[config.mk]
export PLATFORM = sky130hd
export DESIGN_NAME = stepper_move_ctrl
export DESIGN_NICKNAME = d
export VERILOG_FILES = /design/src/rtl/stepper_move_ctrl.sv
export SDC_FILE = /design/constraint.sdc
export NUM_CORES = 1
export LEC_CHECK = 0
export BUFFER_PORTS_ARGS = -buffer_cell sky130_fd_sc_hd__buf_2
export CAP_MARGIN = 20
export CORE_AREA = 2 2 151 227
export DETAILED_ROUTE_END_ITERATION = 16
export DIE_AREA = 0 0 153 229
export GPL_TIMING_DRIVEN = 1
export PLACE_DENSITY_LB_ADDON = 0.12
export SLEW_MARGIN = 20
export SYNTH_ARGS = -nofsm -noshare
export SYNTH_HDL_FRONTEND = slang
export SYNTH_SLANG_ARGS = --single-unit
[constraint.sdc]
create_clock -name clk -period 10.5 [get_ports clk]
set_input_delay 1.05 -clock clk [delete_from_list [all_inputs] [get_ports clk]]
set_output_delay 1.05 -clock clk [all_outputs]
set_load 0.03 [all_outputs]
[src/rtl/stepper_move_ctrl.sv]
// Move-command stage in front of the stepper phase sequencer: accepts one move at a time and
// paces step_tick along a trapezoidal/triangular period profile with a controlled-stop abort.
module stepper_move_ctrl #(
    parameter int CNT_W     = 16,
    parameter int PER_W     = 20,
    parameter int PER_START = 50000,
    parameter int ACCEL_DEC = 500,
    parameter int MIN_PER   = 100
) (
    input  logic             clk,
    input  logic             rst_n,
    input  logic             cmd_valid,
    output logic             cmd_ready,
    input  logic             cmd_dir,
    input  logic [CNT_W-1:0] cmd_steps,
    input  logic [PER_W-1:0] cmd_period,
    input  logic             abort,
    output logic             step_tick,
    output logic             motor_dir,
    output logic             motor_en,
    output logic             busy,
    output logic             done,
    output logic [CNT_W-1:0] steps_left
);

    typedef enum logic [1:0] {
        ST_IDLE   = 2'd0,
        ST_ACCEL  = 2'd1,
        ST_CRUISE = 2'd2,
        ST_DECEL  = 2'd3
    } state_e;

    localparam logic [PER_W:0]   START_X  = (PER_W+1)'(PER_START);
    localparam logic [PER_W:0]   DEC_X    = (PER_W+1)'(ACCEL_DEC);
    localparam logic [PER_W:0]   MIN_X    = (PER_W+1)'(MIN_PER);
    localparam logic [PER_W:0]   ZERO_X   = {(PER_W+1){1'b0}};
    localparam logic [PER_W-1:0] PER_ONE  = PER_W'(1'b1);
    localparam logic [CNT_W-1:0] CNT_ZERO = {CNT_W{1'b0}};
    localparam logic [CNT_W-1:0] CNT_ONE  = CNT_W'(1'b1);
    localparam logic [CNT_W-1:0] CNT_MAX  = {CNT_W{1'b1}};

    state_e             state_q, state_d;
    logic               dir_q, dir_d;
    logic [CNT_W-1:0]   left_q, left_d;
    logic [CNT_W-1:0]   ramp_q, ramp_d;
    logic [PER_W-1:0]   tgt_q, tgt_d;
    logic [PER_W-1:0]   cur_q, cur_d;
    logic [PER_W-1:0]   cnt_q, cnt_d;
    logic               tick_q, tick_d;
    logic               en_q, en_d;
    logic               done_q, done_d;

    logic [PER_W:0]     cmd_tgt_x;
    logic [PER_W:0]     cmd_cur_x;
    logic [PER_W:0]     tgt_x;
    logic [PER_W:0]     faster_x;
    logic [PER_W:0]     slower_x;
    logic [PER_W:0]     abort_new_x;
    logic [PER_W:0]     abort_sum_x;
    logic [CNT_W-1:0]   left_m1;
    logic [CNT_W-1:0]   ramp_n;
    logic [CNT_W-1:0]   left_clamp;

    // Shorter period by one ramp increment, never below the cruise target and never underflowing.
    function automatic logic [PER_W:0] period_faster(input logic [PER_W:0] p_x,
                                                      input logic [PER_W:0] t_x);
        logic [PER_W:0] dn_x;
        dn_x = (p_x > DEC_X) ? (p_x - DEC_X) : ZERO_X;
        return (dn_x > t_x) ? dn_x : t_x;
    endfunction

    // Longer period by one ramp increment, capped at the start/stop period.
    function automatic logic [PER_W:0] period_slower(input logic [PER_W:0] p_x);
        logic [PER_W:0] up_x;
        up_x = p_x + DEC_X;
        return (up_x < START_X) ? up_x : START_X;
    endfunction

    // Next-state and next-output computation for the whole move sequencer.
    always_comb begin
        state_d     = state_q;
        dir_d       = dir_q;
        left_d      = left_q;
        ramp_d      = ramp_q;
        tgt_d       = tgt_q;
        cur_d       = cur_q;
        cnt_d       = cnt_q;
        tick_d      = 1'b0;
        en_d        = en_q;
        done_d      = 1'b0;
        abort_new_x = ZERO_X;
        abort_sum_x = ZERO_X;
        left_clamp  = left_q;

        cmd_tgt_x = ({1'b0, cmd_period} > MIN_X) ? {1'b0, cmd_period} : MIN_X;
        cmd_cur_x = (cmd_tgt_x > START_X) ? cmd_tgt_x : START_X;
        tgt_x     = {1'b0, tgt_q};
        faster_x  = period_faster({1'b0, cur_q}, tgt_x);
        slower_x  = period_slower({1'b0, cur_q});
        left_m1   = left_q - CNT_ONE;
        ramp_n    = ((state_q == ST_ACCEL) && (ramp_q != CNT_MAX)) ? (ramp_q + CNT_ONE) : ramp_q;

        case (state_q)
            ST_IDLE: begin
                en_d = 1'b0;
                if (cmd_valid) begin
                    dir_d  = cmd_dir;
                    left_d = cmd_steps;
                    ramp_d = CNT_ZERO;
                    tgt_d  = PER_W'(cmd_tgt_x);
                    cur_d  = PER_W'(cmd_cur_x);
                    // Acceptance cycle counts as cycle 0 of the first interval.
                    cnt_d  = PER_W'(cmd_cur_x) - PER_ONE;
                    if (cmd_steps == CNT_ZERO) begin
                        done_d  = 1'b1;
                        state_d = ST_IDLE;
                    end else if (cmd_tgt_x >= START_X) begin
                        en_d    = 1'b1;
                        state_d = ST_CRUISE;
                    end else begin
                        en_d    = 1'b1;
                        state_d = ST_ACCEL;
                    end
                end else begin
                    state_d = ST_IDLE;
                end
            end
            ST_ACCEL, ST_CRUISE, ST_DECEL: begin
                if (left_q == CNT_ZERO) begin
                    state_d = ST_IDLE;
                    en_d    = 1'b0;
                    done_d  = 1'b1;
                end else begin
                    cnt_d = cnt_q - PER_ONE;
                    if (cnt_q <= PER_ONE) begin
                        tick_d = 1'b1;
                        left_d = left_m1;
                        ramp_d = ramp_n;
                        if (left_m1 == CNT_ZERO) begin
                            cur_d = cur_q;
                        end else if ((state_q != ST_DECEL) && (left_m1 <= ramp_n)) begin
                            state_d = ST_DECEL;
                            cur_d   = PER_W'(slower_x);
                        end else if (state_q == ST_ACCEL) begin
                            cur_d   = PER_W'(faster_x);
                            state_d = (faster_x == tgt_x) ? ST_CRUISE : ST_ACCEL;
                        end else if (state_q == ST_DECEL) begin
                            cur_d = PER_W'(slower_x);
                        end else begin
                            cur_d = cur_q;
                        end
                        cnt_d = cur_d;
                    end else begin
                        tick_d = 1'b0;
                    end

                    // Abort acts on the post-tick view: only ramp steps remain to be issued.
                    if (abort && (state_q != ST_DECEL) && (left_d != CNT_ZERO)) begin
                        left_clamp = (left_d < ramp_d) ? left_d : ramp_d;
                        if (left_clamp == CNT_ZERO) begin
                            state_d = ST_IDLE;
                            en_d    = 1'b0;
                            done_d  = 1'b1;
                            left_d  = CNT_ZERO;
                        end else if (state_d != ST_DECEL) begin
                            left_d      = left_clamp;
                            // Stretch the step in flight to the first decel period.
                            abort_new_x = period_slower({1'b0, cur_d});
                            abort_sum_x = {1'b0, cnt_d} + abort_new_x;
                            cnt_d       = (abort_sum_x > {1'b0, cur_d}) ?
                                          PER_W'(abort_sum_x - {1'b0, cur_d}) : PER_ONE;
                            cur_d       = PER_W'(abort_new_x);
                            state_d     = ST_DECEL;
                        end else begin
                            left_d = left_clamp;
                        end
                    end else begin
                        left_clamp = left_d;
                    end
                end
            end
            default: begin
                state_d = ST_IDLE;
                en_d    = 1'b0;
            end
        endcase
    end

    // State and registered outputs.
    always_ff @(posedge clk or negedge rst_n) begin
        if (!rst_n) begin
            state_q <= ST_IDLE;
            dir_q   <= 1'b0;
            left_q  <= CNT_ZERO;
            ramp_q  <= CNT_ZERO;
            tgt_q   <= {PER_W{1'b0}};
            cur_q   <= {PER_W{1'b0}};
            cnt_q   <= {PER_W{1'b0}};
            tick_q  <= 1'b0;
            en_q    <= 1'b0;
            done_q  <= 1'b0;
        end else begin
            state_q <= state_d;
            dir_q   <= dir_d;
            left_q  <= left_d;
            ramp_q  <= ramp_d;
            tgt_q   <= tgt_d;
            cur_q   <= cur_d;
            cnt_q   <= cnt_d;
            tick_q  <= tick_d;
            en_q    <= en_d;
            done_q  <= done_d;
        end
    end

    assign cmd_ready  = (state_q == ST_IDLE);
    assign busy       = (state_q != ST_IDLE);
    assign step_tick  = tick_q;
    assign motor_dir  = dir_q;
    assign motor_en   = en_q;
    assign done       = done_q;
    assign steps_left = left_q;

endmodule

---- After elaboration in Yosys (flattened, before gate mapping) ----
Cells that the tools add are included.
storage, ports and cells
  register bits ........................... 98
  input port bits ......................... 41
operators by class
  $lt $le $gt $ge ......................... 11
  muxes and demuxes ....................... 75
  eq/ne operators ......................... 11
  add/subtract/negate cells ............... 9
  reductions and logical operators ........ 15
operators by type and width
  kind                                                                 count
  two-way mux 20 bit                                                   24
  two-way mux 16 bit                                                   14
  case mux 20 bit (2 select lines)                                     2
  zero test 16 bit                                                     4
  case mux 16 bit (2 select lines)                                     2
  two-way mux 21 bit                                                   3
  adder 20 x 9 -> 21 bit, second input constant                        2
  greater-than comparator 21 x 20 -> 1 bit                             2
  less-than comparator 21 x 16 -> 1 bit, second input constant         2
  subtractor 20 x 1 -> 20 bit, second input constant                   2
  two-way mux 2 bit                                                    14
  adder 20 x 21 -> 21 bit                                              1
  equality test 21 x 20 -> 1 bit                                       1
  subtractor 20 x 9 -> 21 bit, second input constant                   1
  greater-or-equal comparator 20 x 16 -> 1 bit, second input constant  1
  greater-than comparator 20 x 16 -> 1 bit, second input constant      1
  greater-than comparator 20 x 7 -> 1 bit, second input constant       1
  greater-than comparator 20 x 9 -> 1 bit, second input constant       1
  less-or-equal comparator 20 x 1 -> 1 bit, second input constant      1
  subtractor 20 bit                                                    1
  adder 16 x 1 -> 16 bit, second input constant                        1
  less-or-equal comparator 16 bit                                      1
  less-than comparator 16 bit                                          1
  != test 16 bit, second input constant                                1
  other kinds (14)                                                     37

---- Depth between registers and ports, before layout ----
  word-level depth ........................ 21
  mapped depth ............................ 55

---- Least setup slack after synthesis ----
OpenSTA, ideal clock, no wires.
  path type ............................... register to register
  start point ............................. reg cur_q[14]
  end point ............................... reg cnt_q[16]
  setup slack ............................. 0.044 ns
  stages on the path, launching flop included .. 52
  data required time ...................... 10.368 ns
  data arrival time ....................... 10.324 ns
  path through ............................ dfrtp_1 -> or4_4 -> nor4b_4 -> o211a_1 -> buf_6 -> clkbuf_1 -> nor2_1 -> ha_1 -> a21o_1 -> a211oi_1 -> o21ai_0 -> o31ai_1 -> nand2_1 -> buf_2 -> o21ai_0 -> o22ai_1 -> a21oi_1 -> ha_1 -> (+16 left out) -> o21bai_1 -> a21oi_1 -> o21ai_0 -> a31oi_1 -> xnor2_1 -> ha_1 -> a211o_1 -> or3_1 -> o211ai_1 -> a31oi_1 -> a21oi_1 -> a21oi_1 -> a211o_1 -> and2_1 -> buf_2 -> buf_1 -> nand3b_1 -> a21oi_1
between the ends
  word-level cells in the longest chain between the ends .. 21
  elaborated cells on any way between the ends .. 39
  classes of those cells .................. add/sub: 5; order compare: 5; eq/ne: 2; mux: 27
ends and longest elaborated chain
  item                                                                                   RTL line  source
  start: declaration                                                                     47        logic [PER_W-1:0] cur_q, cur_d;
  start signal: assignment                                                               197       cur_q <= {PER_W{1'b0}};
  start signal: assignment                                                               208       cur_q <= cur_d;
  adder 20 x 9 -> 21 bit, or another cell as far along                                   75        up_x = p_x + DEC_X;
  less-than comparator 21 x 16 -> 1 bit / two-way mux 21 bit (equally long branches)     76, 68
  two-way mux 20 bit / greater-than comparator 21 x 20 -> 1 bit (equally long branches)  76, 69
  two-way mux 20 bit / two-way mux 21 bit (equally long branches)                        147, 69
  two-way mux 20 bit                                                                     144       end else if (state_q == ST_ACCEL) begin
  two-way mux 20 bit                                                                     141       end else if ((state_q != ST_DECEL) && (left_m1 <= ramp_n)) begin
  two-way mux 20 bit                                                                     139       if (left_m1 == CNT_ZERO) begin
  two-way mux 20 bit                                                                     135       if (cnt_q <= PER_ONE) begin
  (+5 left out)                                                                          -
  adder 20 x 21 -> 21 bit                                                                169       abort_sum_x = {1'b0, cnt_d} + abort_new_x;
  subtractor 20 bit / greater-than comparator 21 x 20 -> 1 bit (equally long branches)   171, 170
  two-way mux 20 bit                                                                     170       cnt_d = (abort_sum_x > {1'b0, cur_d}) ?
  two-way mux 20 bit                                                                     165       end else if (state_d != ST_DECEL) begin
  two-way mux 20 bit                                                                     160       if (left_clamp == CNT_ZERO) begin
  two-way mux 20 bit *                                                                   158       if (abort && (state_q != ST_DECEL) && (left_d != CNT_ZERO)) begin
  two-way mux 20 bit *                                                                   129       if (left_q == CNT_ZERO) begin
  case mux 20 bit (2 select lines) *                                                     103       case (state_q)
  end signal: assignment                                                                 198       cnt_q <= {PER_W{1'b0}};
  end signal: assignment                                                                 209       cnt_q <= cnt_d;
  end: declaration                                                                       48        logic [PER_W-1:0] cnt_q, cnt_d;
Mark *: on every way between the ends. The rest lies on a longest branch, timed or not. The select of a mux whose other input is x is not followed.
A chain may end at the register's enable or synchronous reset.

---- Final worst setup path ----
  start point ............................. reg cur_q[14]
  end point ............................... reg cnt_q[9]
The elaborated chain is that of the path after synthesis.

==> impl_metrics.xml <==
<?xml version="1.0" encoding="UTF-8"?>
<metrics>
  <group name="placed_design">
    <metric name="placed_cells_incl_taps" unit="">2460</metric>
    <metric name="dpl_cell_area" unit="sq mm">0.0156</metric>
    <metric name="dp.final_hpwl" unit="um">54500</metric>
    <metric name="routabilityCongestion" unit="">1.05</metric>
    <metric name="preCtsSetupSlack" unit="ps">-578</metric>
    <metric name="io_buffer_count" unit="">62</metric>
  </group>
  <group name="finish">
    <metric name="layout_fillers" unit="">3401</metric>
    <metric name="final_area" unit="sq mm">0.0167</metric>
    <metric name="post_layout_nonfiller_instances" unit="">2498</metric>
    <metric name="inserted_diodes" unit="">0</metric>
    <metric name="nets" unit="">2219</metric>
    <metric name="final_layout_size_suffix_gt1_share" unit="%">24.5</metric>
    <metric name="final_core_utilization" unit="%">50.4</metric>
    <metric name="syn2layout_area_growth" unit="%">28.1</metric>
  </group>
  <group name="synthesis">
    <metric name="synth.ff_latch_count" unit="">98</metric>
    <metric name="synthDistinctLibCells" unit="">98</metric>
    <metric name="synth_warn" unit="">0</metric>
    <metric name="ys_dominant_reg_cell" unit="">sky130_fd_sc_hd__dfrtp_1</metric>
    <metric name="proportion_of_synthesized_chip_area_in_sequential_cells" unit="%">18.8</metric>
    <metric name="synth_edf_count" unit="">0</metric>
    <metric name="syn-cell-area" unit="sq mm">0.0130</metric>
    <metric name="avgSynthCellArea" unit="sq um">7.27</metric>
    <metric name="netlist_instances" unit="">1793</metric>
    <metric name="synth_async_sr_flop_share" unit="%">100</metric>
  </group>
  <group name="cts">
    <metric name="cts_root_buffer" unit="">sky130_fd_sc_hd__clkbuf_16</metric>
    <metric name="cts_tree" unit="">done</metric>
    <metric name="cts_buffers" unit="">9</metric>
    <metric name="clock_latency" unit="ps">390</metric>
    <metric name="cts_max_path_buffers" unit="">2</metric>
    <metric name="clkSlewWorstSetupHoldPaths" unit="ps">80</metric>
    <metric name="htreeDepth" unit="">3</metric>
    <metric name="clock-sinks" unit="">98</metric>
  </group>
  <group name="detailed_routing">
    <metric name="routedWlPerCell" unit="um">27.2</metric>
    <metric name="detail-route-antenna-nets" unit="">0</metric>
    <metric name="vias_per_cell" unit="">6.22</metric>
    <metric name="remaining_drc_errors" unit="">0</metric>
    <metric name="routed_wl" unit="um">67900</metric>
    <metric name="firstDrtPassIters" unit="">5</metric>
    <metric name="detail_route.iter0.violations" unit="">1160</metric>
    <metric name="route.vias.total" unit="">15500</metric>
  </group>
  <group name="worst_setup_path">
    <metric name="cpPeakStageDelay" unit="ps">560</metric>
    <metric name="data_arrival_time_of_the_critical_path" unit="ps">10430</metric>
    <metric name="critical_path.max_fanout" unit="">9</metric>
    <metric name="setup.worst_path.class" unit="">reg2reg</metric>
    <metric name="critical-path-slowest-cell" unit="">sky130_fd_sc_hd__or4_4</metric>
    <metric name="critical_path.most_common_cell" unit="">sky130_fd_sc_hd__buf_4</metric>
    <metric name="crit_path_start_kind" unit="">flip-flop</metric>
    <metric name="setup.worst_path.end_class" unit="">flip-flop</metric>
    <metric name="worstReg2RegEnd" unit="">cnt_q[9]$_DFFE_PN0P_</metric>
    <metric name="r2r_start" unit="">cur_q[14]$_DFFE_PN0P_</metric>
    <metric name="cp.required" unit="ps">10740</metric>
    <metric name="ff2ff_setup_slack" unit="ps">310</metric>
    <metric name="worst_reg2reg_path_length_in_cells" unit="">51</metric>
  </group>
  <group name="global_routing">
    <metric name="grt_util_all_layers" unit="%">37.6</metric>
    <metric name="grt_pass1_wl" unit="um">98000</metric>
    <metric name="antenna_violations_before_repair" unit="">1</metric>
    <metric name="overflow" unit="">0</metric>
    <metric name="first_global_vias" unit="">15600</metric>
    <metric name="grt_max_degree" unit="">59</metric>
  </group>
  <group name="sta">
    <metric name="post-route-worst-setup-slack" unit="ps">309</metric>
    <metric name="final.min_clock_period" unit="ps">10190</metric>
    <metric name="skew" unit="ps">11.3</metric>
    <metric name="setup_viol_count_final" unit="">0</metric>
    <metric name="final_max_slew_viol_count" unit="">0</metric>
    <metric name="timing_worst_slew_pin_value" unit="ps">1030</metric>
    <metric name="final.period_utilization" unit="%">97.1</metric>
    <metric name="report.final.hold_viol_count" unit="">0</metric>
    <metric name="maxClockFrequency" unit="GHz">0.0981</metric>
    <metric name="slew-limit-headroom" unit="%">30.7</metric>
  </group>
  <group name="min_path">
    <metric name="hold_path_class" unit="">reg2reg</metric>
    <metric name="hp-start" unit="">motor_dir$_DFFE_PN0P_</metric>
    <metric name="hold-path-cell-count" unit="">2</metric>
    <metric name="hold_end" unit="">motor_dir$_DFFE_PN0P_</metric>
  </group>
  <group name="floorplan">
    <metric name="core_area" unit="sq mm">0.0331</metric>
    <metric name="floorplan.die.height" unit="um">229</metric>
    <metric name="fp.dieArea" unit="sq mm">0.0350</metric>
    <metric name="floorplan.die.width" unit="um">153</metric>
    <metric name="io-pin-count" unit="">63</metric>
    <metric name="effective_utilization_at_floorplan" unit="%">39.3</metric>
    <metric name="row_cnt" unit="">82</metric>
  </group>
  <group name="status">
    <metric name="status" unit="">finished, final reports clean</metric>
  </group>
  <group name="flow_run">
    <metric name="cap_violations" unit="">0</metric>
  </group>
</metrics>
cell type report:
cell class | instances | area, sq um | share of cell area, %
timing repair buffer | 369 | 2720 | 16.3
clock buffer | 9 | 225 | 1.35
sequential | 98 | 2450 | 14.7
tap | 420 | 526 | 3.15
inverter | 76 | 285 | 1.71
clock inverter | 6 | 138 | 0.825
multi-input combinational | 1520 | 10300 | 62.0
cell usage after synthesis, types with 7 or more instances:
cell / n / area share (%)
sky130_fd_sc_hd__a221oi_1: 17 / 1.1
sky130_fd_sc_hd__nand4_1: 44 / 2.1
sky130_fd_sc_hd__o21ai_0: 116 / 4.5
sky130_fd_sc_hd__or2_2: 11 / 0.53
sky130_fd_sc_hd__o21a_1: 19 / 1.1
sky130_fd_sc_hd__xor2_1: 54 / 3.6
sky130_fd_sc_hd__nor2_1: 205 / 5.9
sky130_fd_sc_hd__and4_1: 11 / 0.74
sky130_fd_sc_hd__a21oi_1: 135 / 5.2
sky130_fd_sc_hd__a211oi_1: 24 / 1.4
sky130_fd_sc_hd__nand2b_1: 21 / 1.0
sky130_fd_sc_hd__inv_1: 74 / 2.1
sky130_fd_sc_hd__and3_1: 17 / 0.82
sky130_fd_sc_hd__xnor2_1: 109 / 7.3
sky130_fd_sc_hd__o21bai_1: 15 / 0.86
sky130_fd_sc_hd__nand3_1: 53 / 2.0
sky130_fd_sc_hd__nor3_1: 53 / 2.0
sky130_fd_sc_hd__and2_1: 17 / 0.82
sky130_fd_sc_hd__dfrtp_1: 98 / 19
sky130_fd_sc_hd__o22ai_1: 14 / 0.67
sky130_fd_sc_hd__a21o_1: 23 / 1.3
sky130_fd_sc_hd__buf_2: 18 / 0.69
sky130_fd_sc_hd__ha_1: 102 / 9.8
sky130_fd_sc_hd__nand2_1: 181 / 5.2
sky130_fd_sc_hd__o211ai_1: 13 / 0.75
sky130_fd_sc_hd__a31oi_1: 35 / 1.7
sky130_fd_sc_hd__o31ai_1: 16 / 0.92
sky130_fd_sc_hd__o31a_1: 10 / 0.67
sky130_fd_sc_hd__nor4_1: 27 / 1.3
sky130_fd_sc_hd__nor2b_1: 17 / 0.82
sky130_fd_sc_hd__clkbuf_1: 71 / 2.0
sky130_fd_sc_hd__a22oi_1: 7 / 0.40
sky130_fd_sc_hd__or3_1: 20 / 0.96
per-layer routing:
layer	global-route usage, %	vias to the layer above	wire length (um)
met5	0	-	0
met4	35.0	0	8060
met3	5.13	335	3610
met2	68.4	700	33800
met1	36.3	7412	22400
li1	-	7081	-
placed cells by master (no fill, tap or decap), types with 18 or more instances in the layout:
cell                       Yosys  final
sky130_fd_sc_hd__nor2_1      205    198
sky130_fd_sc_hd__buf_2        18     61
sky130_fd_sc_hd__xnor2_1     109    107
sky130_fd_sc_hd__a21o_1       23     23
sky130_fd_sc_hd__nor3_1       53     46
sky130_fd_sc_hd__nand4_1      44     44
sky130_fd_sc_hd__dfrtp_1      98     98
sky130_fd_sc_hd__xor2_1       54     53
sky130_fd_sc_hd__a31oi_1      35     33
sky130_fd_sc_hd__nor4_1       27     21
sky130_fd_sc_hd__nand2_1     181    179
sky130_fd_sc_hd__inv_1        74     74
sky130_fd_sc_hd__or3_1        20     19
sky130_fd_sc_hd__a211oi_1     24     18
sky130_fd_sc_hd__o21ai_0     116    109
sky130_fd_sc_hd__nand3_1      53     53
sky130_fd_sc_hd__a21oi_1     135    123
sky130_fd_sc_hd__nand2b_1     21     19
sky130_fd_sc_hd__ha_1        102     97
sky130_fd_sc_hd__o21a_1       19     19
sky130_fd_sc_hd__buf_4         1    296
registers in the layout, indices dropped and copies added (netlist names):
register	flops
cnt_q	20
cur_q	20
tgt_q	20
ramp_q	16
steps_left	16
state_q	2
done	1
motor_dir	1
motor_en	1
step_tick	1
what timing repair did:
action | 4_1_cts | 5_1_grt
cloned | 0 | 0
buffers inserted | 2 | 21
setup endpoints to repair | 20 | 20
hold endpoints to repair | 0 | 0
hold buffers | 0 | 0
resized for setup | 23 | 90
pin swaps | 6 | 52
critical path: cells and delay by family (launching register included):
family          cells  cell delay, ps
buf+inv            10            1470
compound gates     22            4350
fa+ha+maj           3             780
flops               1             380
simple gates       15            2920
xor+xnor            1             150
logic make-up after synthesis:
| family | share of synthesized area [%] |
|---|---|
| compound gates | 26.9 |
| xor+xnor | 11.1 |
| fa+ha+maj | 10.1 |
| buf+inv | 5.63 |
| flops | 18.8 |
| mux | 0.547 |
| other cells | 0.0288 |
| simple gates | 26.9 |
worst max path at each step:
| stage | slack (ps) | to | cells past startpoint | startpoint |
|---|---|---|---|---|
| detailed placement | -580 | cnt_q[9]$_DFFE_PN0P_ | 48 | cur_q[14]$_DFFE_PN0P_ |
| global route | -130 | cnt_q[13]$_DFFE_PN0P_ | 50 | cur_q[14]$_DFFE_PN0P_ |
| floorplan | 40 | cnt_q[16]$_DFFE_PN0P_ | 51 | cur_q[14]$_DFFE_PN0P_ |
| global placement | -520 | cnt_q[9]$_DFFE_PN0P_ | 49 | cur_q[14]$_DFFE_PN0P_ |
| CTS | 20 | cnt_q[9]$_DFFE_PN0P_ | 48 | cur_q[14]$_DFFE_PN0P_ |
| finish | 310 | cnt_q[9]$_DFFE_PN0P_ | 51 | cur_q[14]$_DFFE_PN0P_ |
through the flow:
step                hold WS (ps)  TNS [ps]
CTS                          485         0
floorplan                    492         0
detailed placement           468     -8610
finish                       476         0
global placement             454     -7590
global route                 508      -897
Power is left out: the tool's default activity adds up to more than one toggle a clock period on the data nets, which glitch-free logic cannot reach.
